===== src/rtl/imem_loader.sv =====
// Streams bytes into little-endian 32-bit words, writes each one into the next instruction slot,
// and then reads the slot back to verify it. The core is held in reset while a load is in progress.
module imem_loader #(
    parameter int DEPTH = 16,
    parameter int SEL_W = 4
) (
    input  logic             clk,
    input  logic             rst_n,
    input  logic             start,
    input  logic [7:0]       byte_in,
    input  logic             byte_valid,
    output logic             byte_ready,
    output logic [31:0]      la_instruction_input,
    output logic [SEL_W-1:0] la_instruction_select,
    output logic             la_instruction_write,
    input  logic [31:0]      la_instruction_read,
    output logic             core_rst_n,
    output logic             busy,
    output logic             done,
    output logic             error,
    output logic [SEL_W-1:0] error_index,
    output logic [SEL_W:0]   words_loaded
);

    typedef enum logic [2:0] {
        S_IDLE,
        S_COLLECT,
        S_WRITE,
        S_VERIFY,
        S_DONE,
        S_ERROR
    } state_t;

    localparam logic [SEL_W-1:0] LAST_IDX = SEL_W'(DEPTH - 1);

    state_t           state_q;
    logic [1:0]       byte_cnt_q;
    logic [23:0]      word_q;
    logic             byte_ready_q;
    logic [31:0]      input_q;
    logic [SEL_W-1:0] sel_q;
    logic             write_q;
    logic             core_rst_n_q;
    logic             busy_q;
    logic             done_q;
    logic             error_q;
    logic [SEL_W-1:0] error_index_q;
    logic [SEL_W:0]   words_q;

    always_ff @(posedge clk) begin
        if (!rst_n) begin
            state_q       <= S_IDLE;
            byte_cnt_q    <= 2'd0;
            word_q        <= 24'd0;
            byte_ready_q  <= 1'b0;
            input_q       <= 32'd0;
            sel_q         <= '0;
            write_q       <= 1'b0;
            core_rst_n_q  <= 1'b1;
            busy_q        <= 1'b0;
            done_q        <= 1'b0;
            error_q       <= 1'b0;
            error_index_q <= '0;
            words_q       <= '0;
        end else begin
            write_q <= 1'b0;
            case (state_q)
                S_IDLE, S_DONE, S_ERROR: begin
                    if (start) begin
                        state_q      <= S_COLLECT;
                        sel_q        <= '0;
                        byte_cnt_q   <= 2'd0;
                        words_q      <= '0;
                        done_q       <= 1'b0;
                        error_q      <= 1'b0;
                        byte_ready_q <= 1'b1;
                        busy_q       <= 1'b1;
                        core_rst_n_q <= 1'b0;
                    end
                end
                S_COLLECT: begin
                    if (byte_valid && byte_ready_q) begin
                        byte_cnt_q <= byte_cnt_q + 2'd1;
                        case (byte_cnt_q)
                            2'd0: word_q[7:0]   <= byte_in;
                            2'd1: word_q[15:8]  <= byte_in;
                            2'd2: word_q[23:16] <= byte_in;
                            default: begin
                                // The fourth byte goes directly into the write data, so WRITE can follow immediately.
                                input_q      <= {byte_in, word_q};
                                write_q      <= 1'b1;
                                byte_ready_q <= 1'b0;
                                state_q      <= S_WRITE;
                            end
                        endcase
                    end
                end
                S_WRITE: begin
                    state_q <= S_VERIFY;
                end
                S_VERIFY: begin
                    if (la_instruction_read != input_q) begin
                        state_q       <= S_ERROR;
                        error_q       <= 1'b1;
                        error_index_q <= sel_q;
                        busy_q        <= 1'b0;
                        core_rst_n_q  <= 1'b1;
                    end else begin
                        words_q <= words_q + 1'b1;
                        if (sel_q == LAST_IDX) begin
                            state_q      <= S_DONE;
                            done_q       <= 1'b1;
                            busy_q       <= 1'b0;
                            core_rst_n_q <= 1'b1;
                        end else begin
                            sel_q        <= sel_q + 1'b1;
                            byte_cnt_q   <= 2'd0;
                            byte_ready_q <= 1'b1;
                            state_q      <= S_COLLECT;
                        end
                    end
                end
                default: state_q <= S_IDLE;
            endcase
        end
    end

    assign byte_ready            = byte_ready_q;
    assign la_instruction_input  = input_q;
    assign la_instruction_select = sel_q;
    assign la_instruction_write  = write_q;
    assign core_rst_n            = core_rst_n_q;
    assign busy                  = busy_q;
    assign done                  = done_q;
    assign error                 = error_q;
    assign error_index           = error_index_q;
    assign words_loaded          = words_q;

endmodule


===== config.mk =====
export PLATFORM = sky130hd
export DESIGN_NAME = imem_loader
export DESIGN_NICKNAME = d
export VERILOG_FILES = /design/src/rtl/imem_loader.sv
export SDC_FILE = /design/constraint.sdc
export NUM_CORES = 1
export LEC_CHECK = 0
export BUFFER_PORTS_ARGS = -buffer_cell sky130_fd_sc_hd__buf_2
export CAP_MARGIN = 0
export CORE_UTILIZATION = 50
export CTS_BUF_LIST = sky130_fd_sc_hd__clkbuf_2
export DETAILED_ROUTE_END_ITERATION = 8
export PLACE_DENSITY = 0.77
export SLEW_MARGIN = 10
export SYNTH_ARGS = -nofsm -noshare
export SYNTH_HDL_FRONTEND = slang
export SYNTH_SLANG_ARGS = --single-unit

===== constraint.sdc =====
create_clock -name clk -period 2.9 [get_ports clk]
set_input_delay 0.29 -clock clk [delete_from_list [all_inputs] [get_ports clk]]
set_output_delay 0.29 -clock clk [all_outputs]
set_load 0.02 [all_outputs]

; ---- Word-level counts from Yosys, hierarchy flattened
; Cells that the tools add are included.
[classes]
bitwise_logic = 1
reduce_logical = 21
mux = 36
add_sub_neg = 3
n_eq_ne = 17
[ops]
columns = cell, count
row1 = 32-bit inequality test, 1
row2 = 3-bit AND reduction, 9
row3 = 3-bit 2-to-1 mux, 5
row4 = 2-bit inequality test (second input constant), 7
row5 = 1-bit 2-to-1 mux, 13
row6 = 4-bit 2-to-1 mux, 3
row7 = 3-bit case mux with 4 select lines, 1
row8 = 5-bit 2-to-1 mux, 2
row9 = 5-bit case mux with 2 select lines, 1
row10 = 2-bit 2-to-1 mux, 4
row11 = 1-bit case mux with 2 select lines, 4
row12 = 4-bit case mux with 2 select lines, 1
row13 = 4-bit AND reduction, 2
row14 = 3-bit by 2-bit equality test with 1-bit output (second input constant), 2
row15 = 3-bit equality test (second input constant), 2
row16 = 2-bit case mux with 3 select lines, 1
row17 = 6-bit AND reduction, 1
row18 = 3-bit OR reduction, 2
row19 = 5-bit by 1-bit adder with 5-bit output (second input constant), 1
row20 = 5-bit AND reduction, 1
row21 = 4-bit by 1-bit adder with 4-bit output (second input constant), 1
row22 = 4-bit equality test (second input constant), 1
row23 = 3-bit by 1-bit equality test with 1-bit output (second input constant), 1
row24 = 3-bit zero test, 1
row25 = 11 further kinds, 11
[totals]
in_bits = 44
out_inout_bits = 51
ff_bits = 80

; ---- Logic depth before layout (Yosys ltp)
; Gate-level depths: netlist of the first run.
[logic_depth]
ltp_word = 5
ltp_mapped = 8

; ---- Worst setup path before layout of the first run
; Ideal clock, no wire load.
[synth_path]
path_type = register to register
from = register input_q[15], in the netlist la_instruction_input[15]
to = register words_q[4], in the netlist words_loaded[4]
setup_slack_ps = 865
required_ps = 2830
n_path_buf = 1
arrival_ps = 1965
stages_incl_launch_ff = 8
cell_sequence = dfxtp_1 xnor2_1 nand4_1 nor4_4 nand3_1 buf_2 or3_1 a21oi_1
[synth_via]
elab_chain_cells = 3
[synth_lines]
columns = item, line
row1 = "start, declared", 40  ; logic [31:0] input_q;
row2 = "start signal, assigned", 90  ; input_q <= {byte_in, word_q};
row3 = 32-bit inequality test, 102  ; if (la_instruction_read != input_q) begin
row4 = 2-bit inequality test (no source line), -
row5 = 3-bit AND reduction (no source line), -
row6 = "end signal, assigned", 109  ; words_q <= words_q + 1'b1;
row7 = "end, declared", 48  ; logic [SEL_W:0] words_q;
; Every way passes these cells.
; A chain may end at the register's enable or synchronous reset.

; ---- Final worst setup path of the first run
[layout_path]
from = register input_q[4], in the netlist la_instruction_input[4]
to = register words_q[3], in the netlist words_loaded[3]
; The elaborated chain is that of the path after synthesis.

==> impl_metrics.json, run 1 <==
{
  "crit_path_end_kind": "register",
  "fin_skew_ps": 16.9,
  "clock_sinks": 80,
  "grt_pass1_wl_mm": 13.9,
  "rsz0062_at_grt": "no",
  "first_pass_iters": 5,
  "cts_buffers": 9,
  "ys_types": 42,
  "place_congestion": 0.874,
  "ys_ff_latch": 80,
  "path_cells": "xnor2_1 > nand4_1 > nor4_4 > nand3_1 > or3_1 > a21oi_1",
  "relSlewSlack_pct": 59.3,
  "vdd_ir_drop_max_uv": 291,
  "nNetsFinal": 562,
  "num_rows": 30,
  "area_growth_pct": 17.8,
  "synth-seq-area-share_pct": 43.8,
  "cts-root-buf": "clkbuf_2",
  "avgSynthCellArea_sq_um": 8.55,
  "slew_viol_final": 0,
  "outcome": "finished clean",
  "n_antenna_cell": 0,
  "hpwl_mm": 6.25,
  "final_cell_mix": "105 x nand2_1, 94 x buf_2, 80 x dfxtp_1",
  "die_x_microns": 87.6,
  "cts_tree": "done",
  "cp_slowest_stage_delay_ps": 620,
  "layout_commonest_cell": "nand2_1",
  "cp.arrival_ps": 2930,
  "core_area_sq_um": 6940,
  "start_kind": "register",
  "cp_data_required_time_ps": 3370,
  "finalSetupTns_ps": 0,
  "antenna_found_initial": 0,
  "syn_area_sq_um": 3660,
  "drive_gt1_share_pct": 23.2,
  "vias": 3281,
  "crit_fanout": 11,
  "clk_latency_ps": 530,
  "cts.clk_slew.worst_paths_ps": 220,
  "gr-usage-all-layers_pct": 23.4,
  "ios": 95,
  "ant_nets": 0,
  "report.final.setup_viol": 0,
  "period_minus_slack_ps": 2460,
  "power_density_nw_per_um2": 427,
  "hold_path_class": "input pin to register",
  "max_freq_mhz": 406,
  "grt_pass1_vias": 3037,
  "ys_warn_count": 0,
  "power.leakage_nw": 1.64,
  "multiInputGateArea_sq_um": 1950,
  "rrSetupSlack_ps": 440,
  "crit_path_top_delay_cell": "nor4_4",
  "final_util_pct": 62.1,
  "crit_type": "register to register",
  "drc_errors": 0,
  "synthesis.nets": 478,
  "tightest_slew_ps": 606,
  "final-hold-violation-count": 0,
  "drtIter0Drc": 144,
  "clockBufferDepth": 2,
  "postCtsSetupBuffers": 0,
  "fp.dieH_microns": 87.6,
  "grt_max_degree": 40,
  "seqCellArea_sq_um": 1600,
  "gr-total-overflow": 0,
  "maxCapViolations": 0,
  "cts_htree_levels": 3,
  "cts.repair.resized": 0,
  "postRouteWirelength_mm": 8.65,
  "fin_crit_sh_pct": 85.0,
  "total_power_mw": 1.84,
  "synthCells": 428,
  "start_util_pct": 52.7,
  "viasPerCell": 5.35,
  "drt-wirelength-per-cell_microns": 14.1,
  "io_buffers": 94,
  "dieArea_sq_um": 7670,
  "fill_cells": 641
}
## synth_stat cells (all sizes together)
cell type | count | share of area, %
nand4b | 1 | 0.24
a31oi | 2 | 0.34
a311o | 1 | 0.27
and3 | 2 | 0.34
mux2i | 6 | 1.6
o41ai | 1 | 0.24
o221ai | 2 | 0.48
dfxtp | 80 | 44
o21ai | 7 | 0.96
nand2 | 106 | 11
nor2 | 9 | 0.92
nor2b | 5 | 0.85
nor3b | 4 | 0.82
nand2b | 1 | 0.17
and2 | 4 | 0.68
a21boi | 59 | 12
o311ai | 1 | 0.24
a41oi | 2 | 0.48
nor4 | 3 | 1.3
ha | 6 | 2.1
inv | 4 | 0.41
xor2 | 1 | 0.24
or3 | 3 | 0.51
o211a | 1 | 0.27
a21oi | 4 | 0.55
nor3 | 3 | 0.41
buf | 1 | 0.14
o31a | 1 | 0.24
xnor2 | 32 | 7.7
nand4 | 10 | 1.7
nand3b | 1 | 0.21
clkbuf | 26 | 2.7
o21a | 4 | 0.82
a211oi | 1 | 0.21
o211ai | 2 | 0.41
o32a | 1 | 0.27
mux2 | 1 | 0.31
nand3 | 30 | 4.1
## final cells by class
cell class | count | share of cell area, %
Clock buffer | 10 | 1.16
Multi-Input combinational cell | 317 | 45.1
Tap cell | 96 | 2.79
Clock inverter | 6 | 1.39
Inverter | 4 | 0.348
Sequential cell | 80 | 37.2
Timing Repair Buffer | 100 | 12.0
## stage by stage
stage / hold slack (ps) / setup slack, ps / cell area (sq um) / instances
6_report: 32.1 / 436 / 4310 / 613
5_1_grt: 0.838 / 231 / 4310 / 613
4_1_cts: 4.29 / 414 / 4300 / 612
3_5_place_dp: 452 / 416 / 4190 / 596
3_3_place_gp: 437 / 552 / 4190 / 596
2_1_floorplan: 425 / 865 / 3660 / 428
## metal layers
layer | share of wire [%] | routed length, microns | track usage [%] | vias to the layer above
met3 | 5.4 | 468 | 4.90 | 17
met2 | 49 | 4210 | 39.6 | 98
li1 | - | - | - | 1640
met5 | 0 | 0 | 0 | -
met1 | 44 | 3820 | 29.5 | 1526
met4 | 1.7 | 150 | 8.79 | 0
## critical path, delay by kind of cell (launching register included)
family	cells	cell delay (ps)
compound gates	1	140
flops	1	380
simple gates	4	1670
xor+xnor	1	200
## path summary, 6_finish.rpt
kind	start	end	cells past startpoint
worst min register to register	word_q[4]$_SDFFE_PN0P_	la_instruction_input[4]$_SDFFE_PN0P_	2
worst min-delay path	byte_in[5]	word_q[13]$_SDFFE_PN0P_	3
worst max-delay path	la_instruction_input[4]$_SDFFE_PN0P_	words_loaded[3]$_SDFFE_PN0P_	6
worst max register to register	la_instruction_input[4]$_SDFFE_PN0P_	words_loaded[3]$_SDFFE_PN0P_	6
## what timing repair did
| action | CTS | global route |
|---|---|---|
| hold buffers | 0 | 1 |
| setup endpoints to repair | 0 | 0 |
| endpoints found under the hold margin | 0 | 1 |
## registers in the layout, indices dropped and copies added (netlist names)
| name | count |
|---|---|
| la_instruction_input | 32 |
| error | 1 |
| la_instruction_select | 4 |
| core_rst_n | 1 |
| words_loaded | 5 |
| error_index | 4 |
| state_q | 3 |
| byte_ready | 1 |
| done | 1 |
| word_q | 24 |
| la_instruction_write | 1 |
| busy | 1 |
| byte_cnt_q | 2 |
## power breakdown
part           internal [mW]  switching [mW]  total [mW]  leakage (nW)
clock network          0.197           0.382       0.579        0.0677
logic                 0.0677          0.0779       0.146         0.929
registers               1.11         0.00606        1.12         0.646
## cell families (layout without fill, tap and decap cells)
group                    count (synthesis)  count (layout)  share of synthesized area, %
AND/OR/NAND/NOR                        182             182                          23.2
AO/OA/AOI/OAI                           89              89                          17.9
flip-flops                              80              80                          43.8
XOR/XNOR                                33              33                          7.90
buffers and inverters                   31             120                          3.21
multiplexers                             7               7                          1.95
adder cells (fa/ha/maj)                  6               6                          2.05
(Power assumes the default switching activity.)
==> run 2: changes to the inputs <==
- ABC_AREA: default -> 1
- CORE_UTILIZATION: 50 -> 49
- PLACE_DENSITY: 0.77 -> 0.79
- clock period: 2.9 -> 2.25 ns (I/O delays scaled with it)
==> impl_metrics.json, run 2 <==
{
  "rsz0062_at_grt": "no",
  "cts.repair.resized": 0,
  "num_rows": 31,
  "crit_type": "register to register",
  "synth-simple-area-share_pct": 22.7,
  "largest_reg_flops": 32,
  "synth_edf_count": 0,
  "clock_sinks": 80,
  "synthTopCellsByArea": "dfxtp_1 43%, nand2_1 9.5%, o21ai_0 7.7%, a21oi_1 7.1%, nor2_1 6.1%",
  "io_buffers": 94,
  "nNetsFinal": 640,
  "tightest_slew_ps": 529,
  "die_x_microns": 88.8,
  "syn_area_sq_um": 3690,
  "gr-usage-all-layers_pct": 23.3,
  "area_growth_pct": 20.0,
  "period_minus_slack_ps": 1910,
  "synthMuxAreaShare_pct": 0,
  "clk_latency_ps": 510,
  "vdd_ir_drop_max_uv": 780,
  "fp.dieH_microns": 88.8,
  "drive_gt1_share_pct": 24.4,
  "synth_top_family_by_area": "simple AND/OR/NAND/NOR gates",
  "dieArea_sq_um": 7880,
  "fin_skew_ps": 21.9,
  "avgSynthCellArea_sq_um": 7.42,
  "start_util_pct": 50.9,
  "grt_pass1_wl_mm": 14.1,
  "viasPerCell": 4.98,
  "synth_top_area_share_pct": 43.4,
  "seqCellArea_sq_um": 1600,
  "grt_max_degree": 66,
  "first_pass_iters": 4,
  "drc_errors": 0,
  "outcome": "finished clean",
  "synth-compound-area-share_pct": 17.0,
  "relSlewSlack_pct": 64.7,
  "cp.arrival_ps": 2350,
  "crit_path_end_kind": "register",
  "async_reset_ff_share_pct": 0,
  "start_kind": "register",
  "clkPwrFrac_pct": 28.1,
  "ys_ff_latch": 80,
  "yosys.area_share.adder_pct": 2.03,
  "place_congestion": 0.893,
  "final-hold-violation-count": 0,
  "cts_htree_levels": 3,
  "fill_cells": 660,
  "synth_most_common_cell": "nand2_1",
  "p_seq_share_pct": 42.5,
  "cts_buffers": 9,
  "fin_crit_sh_pct": 84.7,
  "synth-main-ff-cell": "dfxtp_1",
  "slew_viol_final": 0,
  "multiInputGateArea_sq_um": 1750,
  "clockBufferDepth": 2,
  "switching_share_pct": 35.0,
  "cts.clk_slew.worst_paths_ps": 200,
  "power.leakage_nw": 2.02,
  "hold_path_class": "input pin to register",
  "gr-total-overflow": 0,
  "finalSetupTns_ps": 0,
  "p_int_mw": 2.51,
  "postRouteWirelength_mm": 8.58,
  "drt-wirelength-per-cell_microns": 12.4,
  "synthCells": 497,
  "synthesis.nets": 547,
  "synth-seq-area-share_pct": 43.4,
  "drtIter0Drc": 180,
  "power_density_nw_per_um2": 871,
  "hpwl_mm": 6.20,
  "grt_pass1_vias": 3188,
  "final_cell_mix": "94 x buf_2, 93 x nand2_1, 80 x dfxtp_1",
  "max_freq_mhz": 524,
  "crit_fanout": 12,
  "n_antenna_cell": 0,
  "maxCapViolations": 0,
  "cp_data_required_time_ps": 2690,
  "ys_types": 32,
  "ios": 95,
  "cts-root-buf": "clkbuf_2",
  "postCtsSetupBuffers": 0,
  "vias": 3459,
  "synth_xor_area_share_pct": 5.70,
  "antenna_found_initial": 0,
  "ys_warn_count": 0,
  "pwr-share-comb_pct": 29.4,
  "layout_commonest_cell": "buf_2",
  "core_area_sq_um": 7250,
  "report.final.setup_viol": 0,
  "ys_top_cells_by_count": "93 x nand2_1, 80 x dfxtp_1, 60 x nor2_1",
  "ant_nets": 0,
  "holdWs_ps": 43.8,
  "power.switching_mw": 1.35,
  "cts_tree": "done",
  "yosysTopAreaCell": "dfxtp_1"
}
## run 2: cell types whose count changed in the layout (fill, tap and decap cells not counted), sizes merged, moves of 4 or more
cell and change:
a21boi -59, inv +57, nor2 +57, a21oi +53, o21ai +50, nand3 -17, xnor2 -10, nand2 -7
mux2i -6, nor2b -5, and2 -4, nor3b -4, o21a -4
## run 2: metrics by stage
stage                     cells  setup WS [ps]  util (%)  total power [mW]  cell area, sq um
after detailed placement    674            448      57.9              2.77              4200
after global routing        694            211      61.0              4.09              4430
final                       694            343      61.0              3.86              4430
after global placement      674            556      57.9              2.74              4200
after floorplan             497            711         -              2.51              3690
after CTS                   694            395      61.0              3.87              4430
## run 2: logic make-up (layout without fill, tap and decap cells)
logic type               Yosys count  count (layout)
XOR/XNOR                          24              24
AND/OR/NAND/NOR                  188             188
adder cells (fa/ha/maj)            6               6
AO/OA/AOI/OAI                    119             119
buffers and inverters             80             178
flip-flops                        80              80
## run 2: final timing paths
kind	slack [ps]	from	depth (start not counted)	endpoint
min	40	byte_in[6]	3	word_q[22]$_SDFFE_PN0P_
min reg2reg	460	done$_SDFFE_PN0P_	2	done$_SDFFE_PN0P_
max reg2reg	340	state_q[0]$_SDFFE_PN0P_	8	state_q[0]$_SDFFE_PN0P_
max	340	state_q[0]$_SDFFE_PN0P_	8	state_q[0]$_SDFFE_PN0P_
## run 2: repair_timing
| item | 4_1_cts | 5_1_grt |
|---|---|---|
| hold buffers | 4 | 0 |
| hold endpoints to repair | 5 | 0 |
| endpoints found under the setup margin | 0 | 0 |
## run 2: power groups by stage
stage	clock (mW)	combinational, mW	sequential (mW)
after floorplan	0	0.776	1.73
after global placement	0	1.07	1.66
after detailed placement	0	1.10	1.67
after CTS	1.10	1.13	1.64
after global routing	1.17	1.26	1.66
final	1.08	1.13	1.64
## run 2: critical path, cell delays in order, from the launching register on
cell	delay [ps]
dfxtp_1	400
inv_2	60
nor2_4	140
nor2_1	100
nand2_1	350
o21ai_0	210
nor2_1	240
o221ai_1	160
a31oi_1	190
## run 2: area by class of cell
class,count,share of cell area [%]
Multi-Input combinational cell,337,39.5
Sequential cell,80,36.2
Timing Repair Buffer,100,11.9
Inverter,62,5.37
Clock inverter,7,3.25
Tap cell,99,2.80
Clock buffer,9,1.02
## run 2: per-layer routing
| metal | track usage (%) | share of wire [%] | up-vias |
|---|---|---|---|
| li1 | - | - | 1775 |
| met1 | 29.3 | 45 | 1546 |
| met2 | 39.0 | 47 | 118 |
| met3 | 3.73 | 5.7 | 20 |
| met4 | 11.0 | 2.5 | 0 |
| met5 | 0 | 0 | - |
